File: src/rtl/mod3_serial_tx_if.sv
// Word-in / serial-out bundle for the mod-3 serial transmitter.
// Slave is the transmitter; master is whatever feeds words and consumes the line.
interface mod3_serial_tx_if #(
    parameter int WIDTH = 8
);
    logic [WIDTH-1:0] data_in;
    logic             load;
    logic             ready;
    logic             out;
    logic             out_valid;
    logic             last;
    logic [1:0]       rem;
    logic             done;

    modport slave (
        input  data_in, load,
        output ready, out, out_valid, last, rem, done
    );

    modport master (
        output data_in, load,
        input  ready, out, out_valid, last, rem, done
    );
endinterface

File: src/rtl/mod3_serial_tx.sv
// MSB-first serialiser tracking word mod 3; MOD3_TX_CHECK_EN appends two check bits so the frame is divisible by 3.
// Latency: MSB on the line the cycle after acceptance; done/rem one cycle after the last frame bit.
// Backpressure: ready only in IDLE; load while busy is dropped, never queued.
module mod3_serial_tx #(
    parameter int WIDTH = 8
) (
    input  logic             clk,
    input  logic             rst,
    mod3_serial_tx_if.slave  bus
);
    localparam int CW = (WIDTH > 2) ? $clog2(WIDTH) : 1;
    localparam logic [CW-1:0] LAST_IDX = CW'(WIDTH - 1);

    localparam logic [1:0] S_IDLE  = 2'd0;
    localparam logic [1:0] S_SHIFT = 2'd1;
`ifdef MOD3_TX_CHECK_EN
    localparam logic [1:0] S_CHECK = 2'd2;
`else
    localparam logic [CW-1:0] PEN_IDX = CW'(WIDTH - 2);
`endif

    logic [1:0]       state_q, state_d;
    logic [WIDTH-1:0] shreg_q, shreg_d;
    logic [CW-1:0]    cnt_q, cnt_d;
    logic [1:0]       r_q, r_d, r_nxt;
    logic             out_q, out_d;
    logic             vld_q, vld_d;
    logic             last_q, last_d;
    logic             done_q, done_d;
    logic [1:0]       rem_q, rem_d;

    // Same transition table as the receiver FSM: r' = (2r + b) mod 3.
    function automatic logic [1:0] mod3_step(input logic [1:0] r, input logic b);
        case (r)
            2'd0:    return b ? 2'd1 : 2'd0;
            2'd1:    return b ? 2'd0 : 2'd2;
            2'd2:    return b ? 2'd2 : 2'd1;
            default: return 2'd0;
        endcase
    endfunction

`ifdef MOD3_TX_CHECK_EN
    // Check bits c1,c0 such that 4r + {c1,c0} is 0 mod 3.
    function automatic logic [1:0] mod3_check(input logic [1:0] r);
        case (r)
            2'd1:    return 2'b10;
            2'd2:    return 2'b01;
            default: return 2'b00;
        endcase
    endfunction
`endif

    assign r_nxt = mod3_step(r_q, shreg_q[WIDTH-1]);

    always_comb begin
        state_d = state_q;
        shreg_d = shreg_q;
        cnt_d   = cnt_q;
        r_d     = r_q;
        out_d   = 1'b0;
        vld_d   = 1'b0;
        last_d  = 1'b0;
        done_d  = 1'b0;
        rem_d   = rem_q;
        case (state_q)
            S_IDLE: begin
                if (bus.load) begin
                    state_d = S_SHIFT;
                    shreg_d = bus.data_in;
                    cnt_d   = '0;
                    r_d     = 2'd0;
                    out_d   = bus.data_in[WIDTH-1];
                    vld_d   = 1'b1;
                end
            end
            S_SHIFT: begin
                r_d     = r_nxt;
                shreg_d = shreg_q << 1;
                cnt_d   = cnt_q + 1'b1;
                if (cnt_q == LAST_IDX) begin
`ifdef MOD3_TX_CHECK_EN
                    state_d = S_CHECK;
                    cnt_d   = '0;
                    shreg_d = '0;
                    shreg_d[WIDTH-1 -: 2] = mod3_check(r_nxt);
                    out_d   = shreg_d[WIDTH-1];
                    vld_d   = 1'b1;
`else
                    state_d = S_IDLE;
                    rem_d   = r_nxt;
                    done_d  = 1'b1;
`endif
                end else begin
                    out_d = shreg_q[WIDTH-2];
                    vld_d = 1'b1;
`ifndef MOD3_TX_CHECK_EN
                    last_d = (cnt_q == PEN_IDX);
`endif
                end
            end
`ifdef MOD3_TX_CHECK_EN
            S_CHECK: begin
                // r_q keeps the data-only remainder; check bits never fold into rem.
                shreg_d = shreg_q << 1;
                cnt_d   = cnt_q + 1'b1;
                if (cnt_q == '0) begin
                    out_d  = shreg_q[WIDTH-2];
                    vld_d  = 1'b1;
                    last_d = 1'b1;
                end else begin
                    state_d = S_IDLE;
                    rem_d   = r_q;
                    done_d  = 1'b1;
                end
            end
`endif
            default: state_d = S_IDLE;
        endcase
    end

    always_ff @(posedge clk or negedge rst) begin
        if (!rst) begin
            state_q <= S_IDLE;
            shreg_q <= '0;
            cnt_q   <= '0;
            r_q     <= 2'd0;
            out_q   <= 1'b0;
            vld_q   <= 1'b0;
            last_q  <= 1'b0;
            done_q  <= 1'b0;
            rem_q   <= 2'd0;
        end else begin
            state_q <= state_d;
            shreg_q <= shreg_d;
            cnt_q   <= cnt_d;
            r_q     <= r_d;
            out_q   <= out_d;
            vld_q   <= vld_d;
            last_q  <= last_d;
            done_q  <= done_d;
            rem_q   <= rem_d;
        end
    end

    assign bus.ready     = (state_q == S_IDLE);
    assign bus.out       = out_q;
    assign bus.out_valid = vld_q;
    assign bus.last      = last_q;
    assign bus.done      = done_q;
    assign bus.rem       = rem_q;
endmodule

File: src/flat_wrapper.sv
// flat-port wrapper written by rule: the top's interface ports become plain ports
module mod3_serial_tx_flat 
#(
    parameter int WIDTH = 8
)
  (clk, rst, bus_data_in, bus_load, bus_ready, bus_out, bus_out_valid, bus_last, bus_rem, bus_done);
  mod3_serial_tx_if #(.WIDTH(WIDTH)) bus_i ();
  input  logic clk;
  input  logic rst;
  input wire logic [$bits(bus_i.data_in)-1:0] bus_data_in;
  input wire logic [$bits(bus_i.load)-1:0] bus_load;
  output wire logic [$bits(bus_i.ready)-1:0] bus_ready;
  output wire logic [$bits(bus_i.out)-1:0] bus_out;
  output wire logic [$bits(bus_i.out_valid)-1:0] bus_out_valid;
  output wire logic [$bits(bus_i.last)-1:0] bus_last;
  output wire logic [$bits(bus_i.rem)-1:0] bus_rem;
  output wire logic [$bits(bus_i.done)-1:0] bus_done;
  assign bus_i.data_in = bus_data_in;
  assign bus_i.load = bus_load;
  assign bus_ready = bus_i.ready;
  assign bus_out = bus_i.out;
  assign bus_out_valid = bus_i.out_valid;
  assign bus_last = bus_i.last;
  assign bus_rem = bus_i.rem;
  assign bus_done = bus_i.done;
  mod3_serial_tx #(.WIDTH(WIDTH)) u_core (.clk(clk), .rst(rst), .bus(bus_i));
endmodule
File: config.mk
export PLATFORM = sky130hd
export DESIGN_NAME = mod3_serial_tx_flat
export DESIGN_NICKNAME = d
export VERILOG_FILES = /design/src/rtl/mod3_serial_tx_if.sv /design/src/rtl/mod3_serial_tx.sv /design/src/flat_wrapper.sv
export SDC_FILE = /design/constraint.sdc
export NUM_CORES = 1
export LEC_CHECK = 0
export CORE_MARGIN = 2
export CORE_UTILIZATION = 48
export CTS_CLUSTER_DIAMETER = 80
export CTS_CLUSTER_SIZE = 25
export DETAILED_ROUTE_END_ITERATION = 8
export PLACE_DENSITY = 0.76
export SETUP_SLACK_MARGIN = 0.02
export SLEW_MARGIN = 15
export SYNTH_ARGS = -nofsm -noshare
export SYNTH_HDL_FRONTEND = slang
export SYNTH_SLANG_ARGS = --single-unit
File: constraint.sdc
create_clock -name clk -period 1.5 [get_ports clk]
set_input_delay 0.225 -clock clk [delete_from_list [all_inputs] [get_ports clk]]
set_output_delay 0.225 -clock clk [all_outputs]
set_load 0.03 [all_outputs]
Yosys cells after proc, flatten, opt, wreduce, memory -nomap -nowiden --
Cells that the tools add are included.
Word-level totals: register bits 21, input port bits 11, output and inout bits 7
Cells by class: add/sub/neg operators 1, eq/ne operators 7, muxes and demuxes 23, reduce and logical (&&, ||, !) cells 6
Operators by type and width (number):
- $pmux 8 s2 | 1
- $mux 2 | 5
- $mux 1 | 9
- $mux 8 | 1
- $pmux 2 s2 | 2
- $eq 3x3->1 const B | 2
- $pmux 2 s3 | 1
- $pmux 3 s2 | 1
- $reduce_and 2->1 | 3
- $eq 2x1->1 const B | 2
- $logic_not 2->1 | 2
- $pmux 1 s2 | 2
- $add 3x1->3 const B | 1
- $mux 3 | 1
- $eq 2x2->1 const B | 1
- $ne 2x1->1 const B | 1
- $ne 2x2->1 const B | 1
- $reduce_bool 2->1 | 1

Longest topological paths before layout --
word-level depth 3, mapped depth 5, mapped depth without buffers 5

Worst setup path after synthesis --
No wires, ideal clock.
path type register to register, from reg u_core.cnt_q[0], to reg u_core.rem_q[0], in the netlist u_core.bus.rem[0], setup time 0.125 ns, arrival 1.183 ns, setup slack 0.192 ns, cell stages (with the launch flop) 6, cell sequence dfrtp_1 > ha_1 > ha_1 > nand2_1 > inv_2 > mux2_4
Between the ends: cells in the longest elaborated chain, start to end 2
RTL lines:
- start, declared | RTL line mod3_serial_tx.sv:24 | logic [CW-1:0] cnt_q, cnt_d;
- start signal, assigned | RTL line mod3_serial_tx.sv:135 | cnt_q <= cnt_d;
- $eq 3x3->1 | RTL line mod3_serial_tx.sv:80 | if (cnt_q == LAST_IDX) begin
- $reduce_and 2->1 (no source line)
- end signal, assigned | RTL line mod3_serial_tx.sv:141 | rem_q <= rem_d;
- end, declared | RTL line mod3_serial_tx.sv:30 | logic [1:0] rem_q, rem_d;
No other way between the ends. A chain may end at the register's enable or synchronous reset.

Final worst setup path --
from reg u_core.state_q[0], to out bus_ready
Between the ends: cells in the longest elaborated chain, start to end 1
RTL lines:
- start, declared | RTL line mod3_serial_tx.sv:22 | logic [1:0] state_q, state_d;
- start signal, assigned | RTL line mod3_serial_tx.sv:133 | state_q <= state_d;
- $logic_not 2->1 | RTL line mod3_serial_tx.sv:145 | assign bus.ready = (state_q == S_IDLE);
- end, declared | RTL line flat_wrapper.sv:12 | output wire logic [$bits(bus_i.ready)-1:0] bus_ready;
No other way between the ends.

==> out/results.tsv <==
metric	value	unit
post-CTS setup buffer count	0	
Clock Sinks	20	
CTS tree	done	
top layer reached by signal wires	met3	
final hold violations	0	
Ys Warns	0	
number of port buffers	17	
Post-CTS Hold Fix Bufs	0	
drt drc	0	
Reg2Reg Depth	5	
clk slew on worst S/H paths	0.11	ns
Final Setup Violations	0	
fin crit share	0.915	
routed len/inst	11.8	microns
depth of the CTS H-tree	1	
Setup Total Neg Slack	0	ns
gr usage total	0.163	
die height	46.6	microns
hpwl dp	1050	microns
max_cap viols	0	
Worst Clk Skew	0.00809	ns
# IOs	18	
Sequential Power Share	0.465	
Final Net Count	112	
Psw	0.670	mW
FP Rows	15	
routed wire length	1430	microns
status	complete, no violations	
Required @ worst endpoint	1.27	ns
CTS Buffer Depth	2	
first-pass GRT wire length	2530	microns
Critical Path End Type	primary output	
P_int	1.20	mW
Crit. Startpoint	u_core.state_q[0]	
initial antenna violation count	0	
Die ar.	2170	sq um
post-synthesis cell count	75	
post_cts resized	7	
Peak VDD IR	782	uV
most frequent cells in the layout	dfrtp_1, nand2_1, clkdlybuf4s50_1	
DR WL met3	56	microns
Comb pwr share	0.372	
Area Overhead vs Synth	26.7	%
latest clock arrival within the worst-skew pair	0.29	ns
1st-pass router iterations	3	
Slew headroom	0.800	
Synthesized Nets	90	
Die Wd	46.6	microns
commonest non-fill, non-tap cell in the layout	dfrtp_1	
count of cell types in the netlist	18	
WS Path Type	flip-flop to primary output	
Seq/Total Area, Yosys	0.574	
WL met1	681	microns
initial DRC count	5	
Slew @ Worst Pin	0.301	ns
Tightest Hold Check Type	input pin to async pin	
placer congestion estimate	0.731	
CP Launch Type	flip-flop	
Static Leak	0.544	nW
largest net degree at the start of global routing	23	
routed via count	585	
fmax	0.729	GHz
r2r startpoint	u_core.cnt_q[0]	
Syn Area/Cell	11.6	sq um
RSZ-0062 raised after global routing	no	
vias per inst	4.83	
Initial Utilization	0.505	
core box area	1730	sq um
Synth Register Bits	20	
share of layout cells above drive strength 1	0.115	
Routed Antenna Nets	0	
PD cells	1690	nW/um^2
root buf cell	clkbuf_4	
CP arrival	1.15	ns
wire length on met2	691	microns
vias in the first global route	562	
CP max FO	4	
Diodes inserted	0	
R2R Setup Slk	0.14	ns
Final Critical Period	1.37	ns
total grt overflow	0	
switch share	0.358	
reg-to-reg critical path endpoint	u_core.bus.rem[1]	
Mapped Area	872	sq um
clock buffer count from CTS	3	
Max Slew Vio Count	0	
Clock Power Share	0.163	
Util after Layout	0.640	
## how the worst max path moves through the flow
stage               slack, ns                end  cells after the start
detailed placement       0.14          bus_ready                      2
finish                   0.13          bus_ready                      2
global placement         0.16  u_core.bus.rem[0]                      5
floorplan                0.19  u_core.bus.rem[0]                      5
global route             0.03          bus_ready                      2
CTS                      0.08          bus_ready                      2
## cells in the mapped netlist, drive strengths merged
cell / count / area (sq um)
inv: 3 / 11.3
mux2i: 8 / 80.1
buf: 3 / 20.0
mux2: 2 / 30.0
xnor2: 1 / 8.76
nor3: 1 / 5.00
nand2: 13 / 48.8
a21oi: 1 / 5.00
dfrtp: 20 / 500
nand2b: 1 / 6.26
o22ai: 2 / 12.5
nor2: 4 / 22.5
a22o: 3 / 26.3
o21ai: 9 / 45.0
ha: 4 / 50.1
## metal layers
| layer | vias to the layer above | GRT usage |
|---|---|---|
| li1 | 300 | - |
| met1 | 276 | 0.231 |
| met2 | 9 | 0.258 |
| met3 | 0 | 0.0353 |
| met4 | 0 | 0.0333 |
| met5 | - | 0 |
## state kept, by name (all words and copies together), names as in the netlist
signal and count:
u_core.cnt_q 3, u_core.state_q 1, u_core.shreg_q 8, u_core.bus.rem 2, u_core.bus.done 1, u_core.bus.out 1
u_core.r_q 2, u_core.bus.last 1, u_core.bus.out_valid 1
## stage by stage
step           instance area [sq um]  hold slack [ns]  power (mW)  instances  worst slack (ns)
2_1_floorplan                    872          -0.0706        1.37         75             0.192
3_3_place_gp                    1080            0.458        1.60        117             0.162
3_5_place_dp                    1080            0.480        1.63        117             0.137
4_1_cts                         1100            0.259        1.89        121            0.0821
5_1_grt                         1100            0.287        2.03        121            0.0277
6_report                        1100            0.251        1.87        121             0.128
## power groups by stage
stage	registers (mW)	clock network, mW	logic, mW
global route	0.909	0.336	0.780
detailed placement	0.890	0	0.743
floorplan	0.973	0	0.401
global placement	0.875	0	0.723
finish	0.871	0.304	0.696
CTS	0.876	0.312	0.706
## kinds of logic after synthesis
family	share of synthesized area
compound gates	0.102
fa+ha+maj	0.0574
buf+inv	0.0359
xor+xnor	0.0100
simple gates	0.0947
flops	0.574
mux	0.126
## critical path, stage by stage (launching register included)
cell and delay (ns):
dfrtp_1 0.39, inv_1 0.10, clkdlybuf4s15_1 0.37
## cell type report
type,instances,area [sq um]
tap,25,31.3
fill,155,622
inverter,3,11.3
sequential,20,500
clock buffer,4,36.3
timing repair buffer,20,185
multi-input combinational,49,340
No activity file was read; power rests on OpenSTA's default activity.
